$ cat config.mk
export PLATFORM = sky130hd
export DESIGN_NAME = pipe_addsub_ripple
export DESIGN_NICKNAME = d
export VERILOG_FILES = /design/src/rtl/pipe_addsub_ripple.sv
export SDC_FILE = /design/constraint.sdc
export NUM_CORES = 1
export LEC_CHECK = 0
export ABC_AREA = 1
export BUFFER_PORTS_ARGS = -buffer_cell sky130_fd_sc_hd__buf_2
export CAP_MARGIN = 30
export CORE_MARGIN = 1
export CORE_UTILIZATION = 40
export DETAILED_ROUTE_END_ITERATION = 6
export SETUP_SLACK_MARGIN = 0.2
export SYNTH_ARGS = -nofsm -noshare
export SYNTH_HDL_FRONTEND = slang
export SYNTH_SLANG_ARGS = --single-unit
$ cat constraint.sdc
create_clock -name CLK -period 8.3 [get_ports CLK]
set_input_delay 1.66 -clock CLK [delete_from_list [all_inputs] [get_ports CLK]]
set_output_delay 1.66 -clock CLK [all_outputs]
set_load 0.02 [all_outputs]
$ cat src/rtl/pipe_addsub_ripple.sv
`default_nettype none
// ============================================================================
//  Module      : pipe_addsub_ripple
//  Description : Parametrised pipelined ripple-carry adder/subtractor with a
//                valid/ready handshake and a single global stall. The BW-bit
//                operation is split into STAGES carry-chained segments of
//                SEG = BW/STAGES bits, one segment resolved per register stage.
//                Optional macro PIPE_ADDSUB_OVF_EN adds a registered signed
//                overflow output (ovf).
//  Revision    : 1.0 - initial release
// ============================================================================
module pipe_addsub_ripple #(
    parameter int BW     = 32,
    parameter int STAGES = 4
) (
    input  logic          CLK,
    input  logic          RESET,
    input  logic          in_valid,
    output logic          in_ready,
    input  logic [BW-1:0] A,
    input  logic [BW-1:0] B,
    input  logic          cin,
    input  logic          sub,
    output logic          out_valid,
    input  logic          out_ready,
    output logic [BW-1:0] sum,
    output logic          cout
`ifdef PIPE_ADDSUB_OVF_EN
    ,
    output logic          ovf
`endif
);

    localparam int SEG = BW / STAGES;

    // One advance enable for the whole pipe: move whenever the output slot
    // is empty or is being drained this cycle.
    logic          w_adv;
    logic [BW-1:0] w_b_eff;
    logic          w_c0;

    assign w_adv    = ~out_valid | out_ready;
    assign in_ready = w_adv;

    // Subtraction is A + ~B + 1; cin is ignored in subtract mode.
    assign w_b_eff  = sub ? ~B : B;
    assign w_c0     = sub | cin;

    // Stage k consumes operand bits from its own segment upward (IN_W bits),
    // forwards the still-unused upper operand bits, and extends the partial
    // result to LO_W bits. Only operand bits that a later stage reads are
    // registered, so the register count shrinks along the pipe.
    for (genvar k = 0; k < STAGES; k++) begin : g_stage
        localparam int IN_W = BW - k * SEG;
        localparam int LO_W = (k + 1) * SEG;

        logic [IN_W-1:0] w_a_in;
        logic [IN_W-1:0] w_b_in;
        logic            w_c_in;
        logic            w_v_in;
        logic [SEG:0]    w_add;
        logic [LO_W-1:0] w_s_next;

        logic [LO_W-1:0] r_s;
        logic            r_c;
        logic            r_v;

        if (k == 0) begin : g_first
            assign w_a_in   = A;
            assign w_b_in   = w_b_eff;
            assign w_c_in   = w_c0;
            assign w_v_in   = in_valid;
            assign w_s_next = w_add[SEG-1:0];
        end else begin : g_chain
            assign w_a_in   = g_stage[k-1].g_fwd.r_a_hi;
            assign w_b_in   = g_stage[k-1].g_fwd.r_b_hi;
            assign w_c_in   = g_stage[k-1].r_c;
            assign w_v_in   = g_stage[k-1].r_v;
            assign w_s_next = {w_add[SEG-1:0], g_stage[k-1].r_s};
        end

        // Segment adder: SEG bits plus the carry arriving from below.
        assign w_add = {1'b0, w_a_in[SEG-1:0]}
                     + {1'b0, w_b_in[SEG-1:0]}
                     + {{SEG{1'b0}}, w_c_in};

        // Valid shifts on every advance; data only loads behind a valid beat,
        // so a bubble never overwrites a held result.
        always_ff @(posedge CLK or posedge RESET) begin
            if (RESET) begin
                r_v <= 1'b0;
                r_s <= '0;
                r_c <= 1'b0;
            end else if (w_adv) begin
                r_v <= w_v_in;
                if (w_v_in) begin
                    r_s <= w_s_next;
                    r_c <= w_add[SEG];
                end
            end
        end

        if (k < STAGES - 1) begin : g_fwd
            logic [IN_W-SEG-1:0] r_a_hi;
            logic [IN_W-SEG-1:0] r_b_hi;

            // Upper operand segments travel alongside the beat (deskew).
            always_ff @(posedge CLK or posedge RESET) begin
                if (RESET) begin
                    r_a_hi <= '0;
                    r_b_hi <= '0;
                end else if (w_adv && w_v_in) begin
                    r_a_hi <= w_a_in[IN_W-1:SEG];
                    r_b_hi <= w_b_in[IN_W-1:SEG];
                end
            end
        end
    end

    assign out_valid = g_stage[STAGES-1].r_v;
    assign sum       = g_stage[STAGES-1].r_s;
    assign cout      = g_stage[STAGES-1].r_c;

`ifdef PIPE_ADDSUB_OVF_EN
    // Carry into the MSB is recovered from the MSB sum bit: s = a ^ b ^ c_in.
    logic w_msb_cin;
    logic r_ovf;

    assign w_msb_cin = g_stage[STAGES-1].w_a_in[SEG-1]
                     ^ g_stage[STAGES-1].w_b_in[SEG-1]
                     ^ g_stage[STAGES-1].w_add[SEG-1];

    // Overflow flag is captured, held and cleared exactly like cout.
    always_ff @(posedge CLK or posedge RESET) begin
        if (RESET) begin
            r_ovf <= 1'b0;
        end else if (w_adv && g_stage[STAGES-1].w_v_in) begin
            r_ovf <= w_msb_cin ^ g_stage[STAGES-1].w_add[SEG];
        end
    end

    assign ovf = r_ovf;
`endif

endmodule
`default_nettype wire
# == After elaboration in Yosys (flattened, before gate mapping) ==
# Index checks and enable logic that the tools add are counted.
# classes
muxes,1
n_addsub,8
bitwise,4
n_reduce_logical,7
# op_table
cell,count
8-bit by 8-bit adder with 9-bit output,4
9-bit by 1-bit adder with 9-bit output,4
32-bit 2-to-1 mux,1
32-bit NOT,1
2-bit AND reduction,4
1-bit logical AND,3
1-bit bitwise OR,2
1-bit NOT,1
# totals
ff_bits,184
elab_cells,38

# == Longest topological paths before layout ==
# Gate-level depths: netlist of run 1.
# depth
word_depth,4
mapped_depth,12

# == Worst setup path before layout of run 1 ==
# No wires, ideal clock.
# synth_timing
path_kind,input to output
start,in out_ready
end,out in_ready
path_stages,2
slack_ps,4732
path_buffers,0
arrival_ps,1908
path_cell_list,nor2_4 > inv_2
# synth_via
elab_chain_cells,1
# synth_rtl
item,line,rtl
start: declaration,25,"input logic out_ready,"
1-bit bitwise OR,42,assign w_adv = ~out_valid | out_ready;
end: declaration,19,"output logic in_ready,"
# Every way passes these cells.

# == Worst setup path in the final report of run 1 ==
# Same ends and word-level chain as after synthesis.

==> impl_metrics.py, run 1 <==
metrics = {
    "global_routing": {
        "grt_max_degree": 86,
        "grt_pass1_wl_mm": 29.52,
        "first_global_vias": 5827,
        "grtUsageTotal_pct": 17.14,
        "grt_antenna_before_repair": 0,
        "overflow": 0,
    },
    "die": {
        "num_rows": 52,
        "dieHeight_um": 147.8,
        "die_w_um": 147.8,
        "die-area_um2": 21840,
        "io_pins": 105,
        "initial_utilization_pct": 41.34,
        "coreArea_um2": 20560,
    },
    "yosys": {
        "avgSynthCellArea_um2": 8.559,
        "syn_inst": 993,
        "synth_area_leaders": "dfrtp_1 (54%), nand2_1 (20%), ha_1 (4.1%), o21ai_0 (3.8%), xnor2_1 (3.1%)",
        "synthAdderAreaFrac_pct": 6.006,
        "ys_ff_latch": 184,
        "synth_simple_gate_area_share_pct": 24.50,
        "synth_compound_area_share_pct": 6.065,
        "synth_seq_area_share_pct": 54.17,
        "synth_top_family_by_area": "simple AND/OR/NAND/NOR gates",
        "yosys_warnings": 0,
        "synth_xor_area_share_pct": 3.916,
        "ys_types": 24,
        "synth_area_um2": 8499,
        "synthMuxAreaShare_pct": 0,
        "synth_top_area_cell": "dfrtp_1",
        "synth_fp_nets": 1099,
        "synth_top_area_share_pct": 54.17,
    },
    "power_and_ir_drop": {
        "pwr-share-clk_pct": 23.6,
        "p_comb_share_pct": 35.9,
        "seqPwrFrac_pct": 40.5,
        "pwr_density_cell_nw_per_um2": 362.9,
        "switchingPower_mw": 1.360,
        "intPower_mw": 2.229,
        "p_leak_nw": 5.286,
        "vdd_drop_max_mv": 0.1438,
        "netSwitchingFraction_pct": 37.89,
    },
    "final_layout": {
        "drive_gt1_share_pct": 14.08,
        "nNetsFinal": 1188,
        "diodes": 0,
        "fin_util_pct": 48.10,
        "fillCellCount": 2093,
        "stdcell_area_um2": 9889,
        "syn_to_final_growth_pct": 16.36,
    },
    "route": {
        "drt_pass1_iterations": 4,
        "routed_via_density": 4.523,
        "wl_per_cell_um": 12.59,
        "first_iter_violations": 367,
        "remaining_drc_errors": 0,
        "antenna_left": 0,
        "wirelength_mm": 17.18,
        "vias": 6170,
    },
    "worst_setup_path": {
        "crit_arrival_ns": 2.30,
        "setup.worst_path.class": "input port to output pin",
        "crit_path_start_kind": "input port",
        "crit_path_end_kind": "output pin",
        "crit_chain": "buf_2 > nor2_4 > inv_2 > buf_2",
        "max_stage_delay_ns": 0.21,
        "crit_fanout": 6,
        "crit_slowest_cell": "nor2_4",
        "critPathRequiredTime_ns": 6.64,
        "crit_top_cell": "buf_2",
    },
    "timing": {
        "clock_skew_ns": 0.008369,
        "slew_violations": 0,
        "hold_viol_final": 0,
        "fmax_ghz": 0.2525,
        "final.period_utilization_pct": 47.71,
        "tightest_slew_ns": 0.9728,
        "rsz0062_at_grt": "false",
        "setup_ws_ns": 4.340,
        "fin_crit_ns": 3.960,
        "setup_tns_ns": 0,
        "max_slew_margin_pct": 35.07,
        "setup_viol": 0,
    },
    "clocking": {
        "post_cts_resized": 0,
        "numCtsBuffers": 17,
        "max-clock-path-buffers": 2,
        "cts_tree": "built",
        "cts.clk_slew.worst_paths_ns": 0.07,
        "clock_latency_ns": 0.42,
        "cts_setup_buffers": 0,
        "ctsHoldBuffers": 0,
        "cts_root_buf": "clkbuf_16",
        "cts_sinks": 184,
        "h-tree-depth": 4,
    },
    "run_status": {
        "status": "finished clean",
    },
    "placement": {
        "place_hpwl_mm": 11.86,
        "port_buffers": 104,
        "dp_slack_ns": 4.267,
        "placed_cell_area_um2": 9239,
        "gp_congestion": 0.7744,
    },
    "job": {
        "maxCapViolations": 0,
    },
    "min_path": {
        "hold_class": "flop to flop",
    },
}
-- metal layers --
layer  up-vias  wire (um)  GRT usage (%)
met4         0        167          4.948
met2       105       6645          22.36
li1       3282          -              -
met5         -          0              0
met1      2769       9817          27.96
met3        14        545          3.488
-- kinds of logic after synthesis --
logic type,Yosys count
and+or+nand+nor,524
DFF,184
xor gates and xnor gates,38
buffers and inverters,110
adders and majority gates,36
AOI/OAI and AO/OA,101
-- sequential cells by signal (all words and copies together) (netlist names) --
signal / cells
g_stage.g_fwd.r_a_hi: 48
g_stage.r_c: 3
g_stage.r_v: 3
g_stage.r_s: 48
cout: 1
sum: 32
out_valid: 1
g_stage.g_fwd.r_b_hi: 48
-- power groups by stage --
stage | Clock [mW] | Sequential, mW | Combinational, mW
2_1_floorplan | 0 | 1.51 | 0.898
3_3_place_gp | 0 | 1.46 | 1.28
3_5_place_dp | 0 | 1.47 | 1.30
4_1_cts | 0.866 | 1.46 | 1.31
5_1_grt | 0.907 | 1.50 | 1.49
6_report | 0.847 | 1.45 | 1.29
-- synthesized netlist by cell type, drive strengths merged --
cell type	instances
xnor2	30
buf	27
clkbuf	13
dfrtp	184
a31oi	2
o21a	1
ha	28
nand2	452
or2	5
a21oi	16
nor2	23
inv	70
xor2	8
fa	8
nand3b	12
o21bai	2
o21ai	80
nand3	32
-- stage by stage --
| stage | std cells | power, mW | hold WS [ns] |
|---|---|---|---|
| finish | 1364 | 3.589 | 0.4659 |
| global route | 1364 | 3.898 | 0.4864 |
| CTS | 1363 | 3.633 | 0.4707 |
| detailed placement | 1332 | 2.768 | 0.4538 |
| global placement | 1331 | 2.738 | 0.4530 |
| floorplan | 993 | 2.405 | 0.4417 |
-- layout by cell type (no fill, tap or decap), types with 5 or more instances in the layout --
cell type,instances
o21ai_0,65
nand2_1,451
clkbuf_16,17
o21ai_1,15
nand3b_1,12
nand3_1,32
xor2_1,8
fa_1,8
or2_2,5
a21oi_1,16
buf_2,104
inv_1,66
nor2_1,19
ha_1,28
dfrtp_1,184
xnor2_1,30
-- worst max-delay path, delay by kind of cell --
family                 cells  cell delay [ns]
AND/OR/NAND/NOR            1             0.21
buffers and inverters      3             0.43
-- area by class of cell --
cell class                 instances  area [um2]  area share, %
sequential                       184        4604          46.56
tap                              270       337.8          3.416
multi-input combinational        699        3451          34.89
clock inverter                     9       138.9          1.404
timing repair buffer             110       605.6          6.123
clock buffer                      22       484.2          4.896
inverter                          70       267.8          2.707
-- final timing paths --
check,start,to,slack (ns),cells after the start
setup / recovery,out_ready,in_ready,4.34,4
hold / removal,sum[23],sum[23],0.47,2
setup reg to reg,out_valid,g_stage[0].r_s[5],5.72,8
hold reg to reg,sum[23],sum[23],0.47,2
max in group asynchronous,RESET,g_stage[2].g_fwd.r_a_hi[2],5.79,5
min in group asynchronous,RESET,sum[8],1.25,2
No activity file was read; power rests on OpenSTA's default activity.
==> run 2: changes to the inputs <==
Clock period 8.3 ns to 3.51 ns, I/O delays scaled along.
==> run 2 against run 1 <==
- clock skew is 0.0045 ns higher
- critical path depth is 6 higher
- clock power is 130% higher
- hold slack worse by 0.10 ns
- largest cell class unchanged
==> impl_metrics.py, run 2 (same netlist as run 1, synthesis figures left out) <==
metrics = {
    "timing": {
        "slew_violations": 0,
        "fin_crit_ns": 2.245,
        "setup_ws_ns": 1.265,
        "max_slew_margin_pct": 36.80,
        "fmax_ghz": 0.4454,
        "setup_viol": 0,
        "setup_tns_ns": 0,
        "tightest_slew_ns": 0.9469,
        "hold_viol_final": 0,
        "worst_hold_slack_ns": 0.3624,
        "clock_skew_ns": 0.01285,
        "final.period_utilization_pct": 63.97,
        "rsz0062_at_grt": "false",
    },
    "final_layout": {
        "drive_gt1_share_pct": 14.31,
        "final_common_cell": "nand2_1",
        "reg_top3": "g_stage.g_fwd.r_a_hi (48), g_stage.g_fwd.r_b_hi (48), g_stage.r_s (48)",
        "fillCellCount": 2045,
        "multi_input_area_um2": 3451,
        "nNetsFinal": 1190,
        "regArea_um2": 4604,
        "diodes": 0,
        "mostFrequentLayoutCells": "nand2_1 (451), dfrtp_1 (184), buf_2 (104)",
        "syn_to_final_growth_pct": 16.46,
    },
    "die": {
        "coreArea_um2": 20560,
        "dieHeight_um": 147.8,
        "num_rows": 52,
        "io_pins": 105,
        "die_w_um": 147.8,
        "initial_utilization_pct": 41.34,
        "die-area_um2": 21840,
    },
    "power_and_ir_drop": {
        "vdd_drop_max_mv": 0.4287,
        "p_leak_nw": 5.278,
        "pwr_density_cell_nw_per_um2": 855.6,
    },
    "global_routing": {
        "grt_max_degree": 85,
        "grt_pass1_wl_mm": 28.97,
        "overflow": 0,
        "grt_antenna_before_repair": 0,
        "grtUsageTotal_pct": 16.58,
        "first_global_vias": 5915,
    },
    "worst_setup_path": {
        "crit_path_end_kind": "flop",
        "r2r_cells": 8,
        "crit_path_start_kind": "input port",
        "crit_fanout": 16,
        "timing.rr.end": "cout",
        "crit_arrival_ns": 2.56,
        "regToRegSetupSlack_ns": 1.52,
        "timing.rr.start": "g_stage[2].r_c",
        "setup.worst_path.class": "input port to flop",
        "critPathRequiredTime_ns": 3.83,
    },
    "route": {
        "wirelength_mm": 16.90,
        "drt_pass1_iterations": 4,
        "routed_via_density": 4.528,
        "wl_per_cell_um": 12.36,
        "antenna_left": 0,
        "vias": 6190,
        "met2_length_mm": 6.584,
        "wirelength_met1_mm": 9.571,
        "remaining_drc_errors": 0,
        "top_layer_used": "met4",
        "first_iter_violations": 495,
        "met3_length_um": 558,
    },
    "run_status": {
        "status": "finished clean",
    },
    "placement": {
        "dp_slack_ns": 0.7912,
        "gp_congestion": 0.7898,
        "place_hpwl_mm": 11.93,
        "port_buffers": 104,
    },
    "job": {
        "maxCapViolations": 0,
    },
    "clocking": {
        "cts_tree": "built",
        "cts_sinks": 184,
        "ctsHoldBuffers": 0,
        "cts_setup_buffers": 0,
        "numCtsBuffers": 17,
        "max-clock-path-buffers": 2,
        "clock_latency_ns": 0.43,
        "cts.clk_slew.worst_paths_ns": 0.07,
        "h-tree-depth": 4,
        "cts_root_buf": "clkbuf_16",
        "post_cts_resized": 0,
    },
    "min_path": {
        "hold_class": "input port to async pin",
    },
}
## run 2: cell count changes in the layout (fill, tap and decap cells not counted), sizes merged
cell,before,now
buf,110,112
clkbuf,22,20
clkinv,5,2
clkinvlp,0,4
inv,71,73
## run 2: worst max-delay path: stages
cell	delay [ns]
buf_2	0.24
or2_2	0.36
fa_1	0.39
inv_1	0.08
fa_1	0.22
nor2_1	0.07
o21ai_0	0.24
nand3_1	0.11
nand3_1	0.08
nand2_1	0.07
## run 2: area by class of cell
| class | instances | share of cell area (%) |
|---|---|---|
| flip-flops and latches | 184 | 46.52 |
| clock buffers | 20 | 4.614 |
| multi-input cells | 699 | 34.86 |
| repair buffers | 112 | 6.244 |
| well taps | 270 | 3.413 |
| inverters | 70 | 2.692 |
| clock inverters | 12 | 1.656 |
## run 2: metrics by stage
stage / instances / utilization, % / cell area (um2) / total power [mW]
after global routing: 1367 / 48.14 / 9898 / 9.189
after detailed placement: 1335 / 45.13 / 9278 / 6.546
after floorplan: 993 / - / 8503 / 5.687
after CTS: 1367 / 48.14 / 9898 / 8.571
after global placement: 1335 / 45.13 / 9278 / 6.468
final: 1367 / 48.14 / 9898 / 8.469
## run 2: how the worst max path moves through the flow
stage	startpoint	to	slack (ns)	depth (start not counted)
final	sub	g_stage[0].r_s[6]	1.26	10
after global routing	sub	g_stage[0].r_s[6]	1.11	10
after CTS	sub	g_stage[0].r_s[6]	1.24	10
after detailed placement	sub	g_stage[0].r_s[6]	0.79	10
after global placement	sub	g_stage[0].r_c	0.87	10
after floorplan	RESET	cout	0.44	1
## run 2: power breakdown
| group | internal [mW] | switching (mW) |
|---|---|---|
| Sequential | 2.97 | 0.461 |
| Combinational | 1.10 | 1.95 |
| Clock | 1.17 | 0.817 |
## run 2: per-layer routing
| metal | vias up | GRT usage [%] |
|---|---|---|
| met5 | - | 0 |
| met4 | 0 | 5.515 |
| met3 | 14 | 2.623 |
| met2 | 115 | 22.31 |
| met1 | 2787 | 26.64 |
| li1 | 3274 | - |
==> run 3: changes to the inputs <==
Clock period 3.51 ns to 1.94 ns, I/O delays scaled along.
==> run 3 against run 2 <==
- hold slack got worse by 0.21 ns
- global-route usage increased by 0.54 points
- sequential power increased by 81%
- design area increased by 3.1%
- clock power increased by 76%
- clock-buffer cell count increased by 1
- power increased by 84%
- highest routed layer unchanged
==> impl_metrics.py, run 3 (same netlist as run 1, synthesis figures left out) <==
metrics = {
    "die": {
        "num_rows": 52,
        "die-area_um2": 21840,
        "initial_utilization_pct": 41.34,
        "coreArea_um2": 20560,
        "dieHeight_um": 147.8,
        "io_pins": 105,
        "die_w_um": 147.8,
    },
    "worst_setup_path": {
        "crit_slowest_cell": "dfrtp_1",
        "critPathRequiredTime_ns": 2.30,
        "critPathTopFamily": "adder cells",
        "setup.worst_path.class": "flop to flop",
        "endpoint": "g_stage[1].r_s[14]",
        "r2r_cells": 9,
        "crit_arrival_ns": 2.12,
        "critPathBufInv": 0,
        "regToRegSetupSlack_ns": 0.19,
        "crit_fanout": 3,
        "crit_path_end_kind": "flop",
        "startpoint": "g_stage[0].g_fwd.r_a_hi[0]",
        "crit_cells": 9,
        "max_stage_delay_ns": 0.41,
        "timing.rr.end": "g_stage[1].r_s[14]",
        "crit_path_start_kind": "flop",
        "crit_top_cell": "nand2_1",
        "timing.rr.start": "g_stage[0].g_fwd.r_a_hi[0]",
        "crit_chain": "fa_2 > fa_2 > nand2_1 > nand2_2 > nand3b_1 > nand2_1 > nand2_1 > nand3_1 > nand2_1",
    },
    "timing": {
        "tightest_slew_ns": 0.4482,
        "hold_viol_final": 0,
        "worst_hold_slack_ns": 0.1487,
        "rsz0062_at_grt": "true",
        "clock_skew_ns": 0.01099,
        "fmax_ghz": 0.5702,
        "fin_crit_ns": 1.754,
        "final.period_utilization_pct": 90.39,
        "setup_viol": 0,
        "max_slew_margin_pct": 70.09,
        "slew_violations": 0,
    },
    "route": {
        "vias": 6250,
        "routed_via_density": 4.493,
        "wl_per_cell_um": 12.40,
        "antenna_left": 0,
        "remaining_drc_errors": 0,
        "first_iter_violations": 376,
        "wirelength_mm": 17.25,
        "drt_pass1_iterations": 4,
    },
    "final_layout": {
        "mostFrequentLayoutCells": "nand2_1 (446), dfrtp_1 (184), buf_2 (103)",
        "stdcell_area_um2": 10210,
        "regArea_um2": 4604,
        "diodes": 0,
        "nNetsFinal": 1214,
        "drive_gt1_share_pct": 17.75,
        "final_common_cell": "nand2_1",
        "reg_top3": "g_stage.g_fwd.r_a_hi (48), g_stage.g_fwd.r_b_hi (48), g_stage.r_s (48)",
        "final_cells": 1391,
        "syn_to_final_growth_pct": 20.09,
        "multi_input_area_um2": 3526,
        "fillCellCount": 2040,
    },
    "placement": {
        "port_buffers": 104,
        "place_inst": 1347,
        "gp_congestion": 0.7760,
        "place_hpwl_mm": 12.28,
        "placed_cell_area_um2": 9460,
    },
    "power_and_ir_drop": {
        "pwr_density_cell_nw_per_um2": 1528,
        "vdd_drop_max_mv": 0.7237,
        "p_leak_nw": 5.415,
    },
    "clocking": {
        "cts_sinks": 184,
        "numCtsBuffers": 17,
        "cts_root_buf": "clkbuf_16",
        "cts.clk_slew.worst_paths_ns": 0.07,
        "cts_tree": "built",
        "h-tree-depth": 4,
        "clock_latency_ns": 0.43,
        "max-clock-path-buffers": 2,
    },
    "global_routing": {
        "first_global_vias": 6145,
        "grtUsageTotal_pct": 17.13,
        "grt_max_degree": 85,
        "grt_antenna_before_repair": 0,
        "grt_pass1_wl_mm": 29.94,
        "overflow": 0,
    },
    "job": {
        "maxCapViolations": 0,
    },
    "min_path": {
        "hold_class": "input port to flop",
    },
    "run_status": {
        "status": "finished clean",
    },
}
-- run 3: where the power goes --
group	leakage, nW	internal [mW]	switching (mW)
Clock	0.292	2.00	1.50
Combinational	2.82	2.28	3.61
Sequential	2.31	5.38	0.825
Total	5.41	9.65	5.94
-- run 3: worst register-to-register path: stages (launching register included) --
cell and delay, ns:
dfrtp_1 0.41, fa_2 0.41, fa_2 0.35, nand2_1 0.08, nand2_2 0.07, nand3b_1 0.12
nand2_1 0.08, nand2_1 0.07, nand3_1 0.06, nand2_1 0.06
-- run 3: timing repair --
action / CTS / global route
endpoints found under the setup margin: 10 / 86
pin swaps: 8 / 6
hold endpoints to repair: 13 / 0
gates resized for setup: 9 / 10
hold buffers: 1 / 0
buffers inserted: 5 / 5
gates cloned: 1 / 0
-- run 3: through the flow --
stage	setup TNS (ns)	power [mW]	util, %	setup WS (ns)
5_1_grt	0	16.99	49.65	0.08490
2_1_floorplan	-149.72	10.32	-	-0.8125
3_3_place_gp	-0.1362	11.82	46.01	-0.07120
4_1_cts	0	15.65	49.30	0.1285
6_report	0	15.60	49.65	0.1864
3_5_place_dp	-0.2209	11.95	46.01	-0.09512
-- run 3: final cells by class --
cell class / count / share of cell area [%]
Clock buffer: 21 / 4.511
Tap cell: 270 / 3.310
Multi-Input combinational cell: 700 / 34.54
Inverter: 70 / 2.611
Timing Repair Buffer: 135 / 8.556
Sequential cell: 184 / 45.11
Clock inverter: 11 / 1.361
-- run 3: layer usage --
| layer | global-route usage (%) | part of all wire (%) |
|---|---|---|
| met5 | 0 | 0 |
| met4 | 5.155 | 0.94 |
| met3 | 3.210 | 4.1 |
| met2 | 23.75 | 39 |
| met1 | 26.80 | 56 |
-- run 3: worst min-delay path by stage --
stage	from	endpoint	slack, ns	cells past startpoint
4_1_cts	A[20]	g_stage[0].g_fwd.r_a_hi[12]	0.13	3
3_3_place_gp	RESET	sum[6]	0.40	2
2_1_floorplan	g_stage[2].r_v	out_valid	0.44	2
6_report	A[19]	g_stage[0].g_fwd.r_a_hi[11]	0.15	3
5_1_grt	A[17]	g_stage[0].g_fwd.r_a_hi[9]	0.14	3
3_5_place_dp	RESET	sum[7]	0.40	2
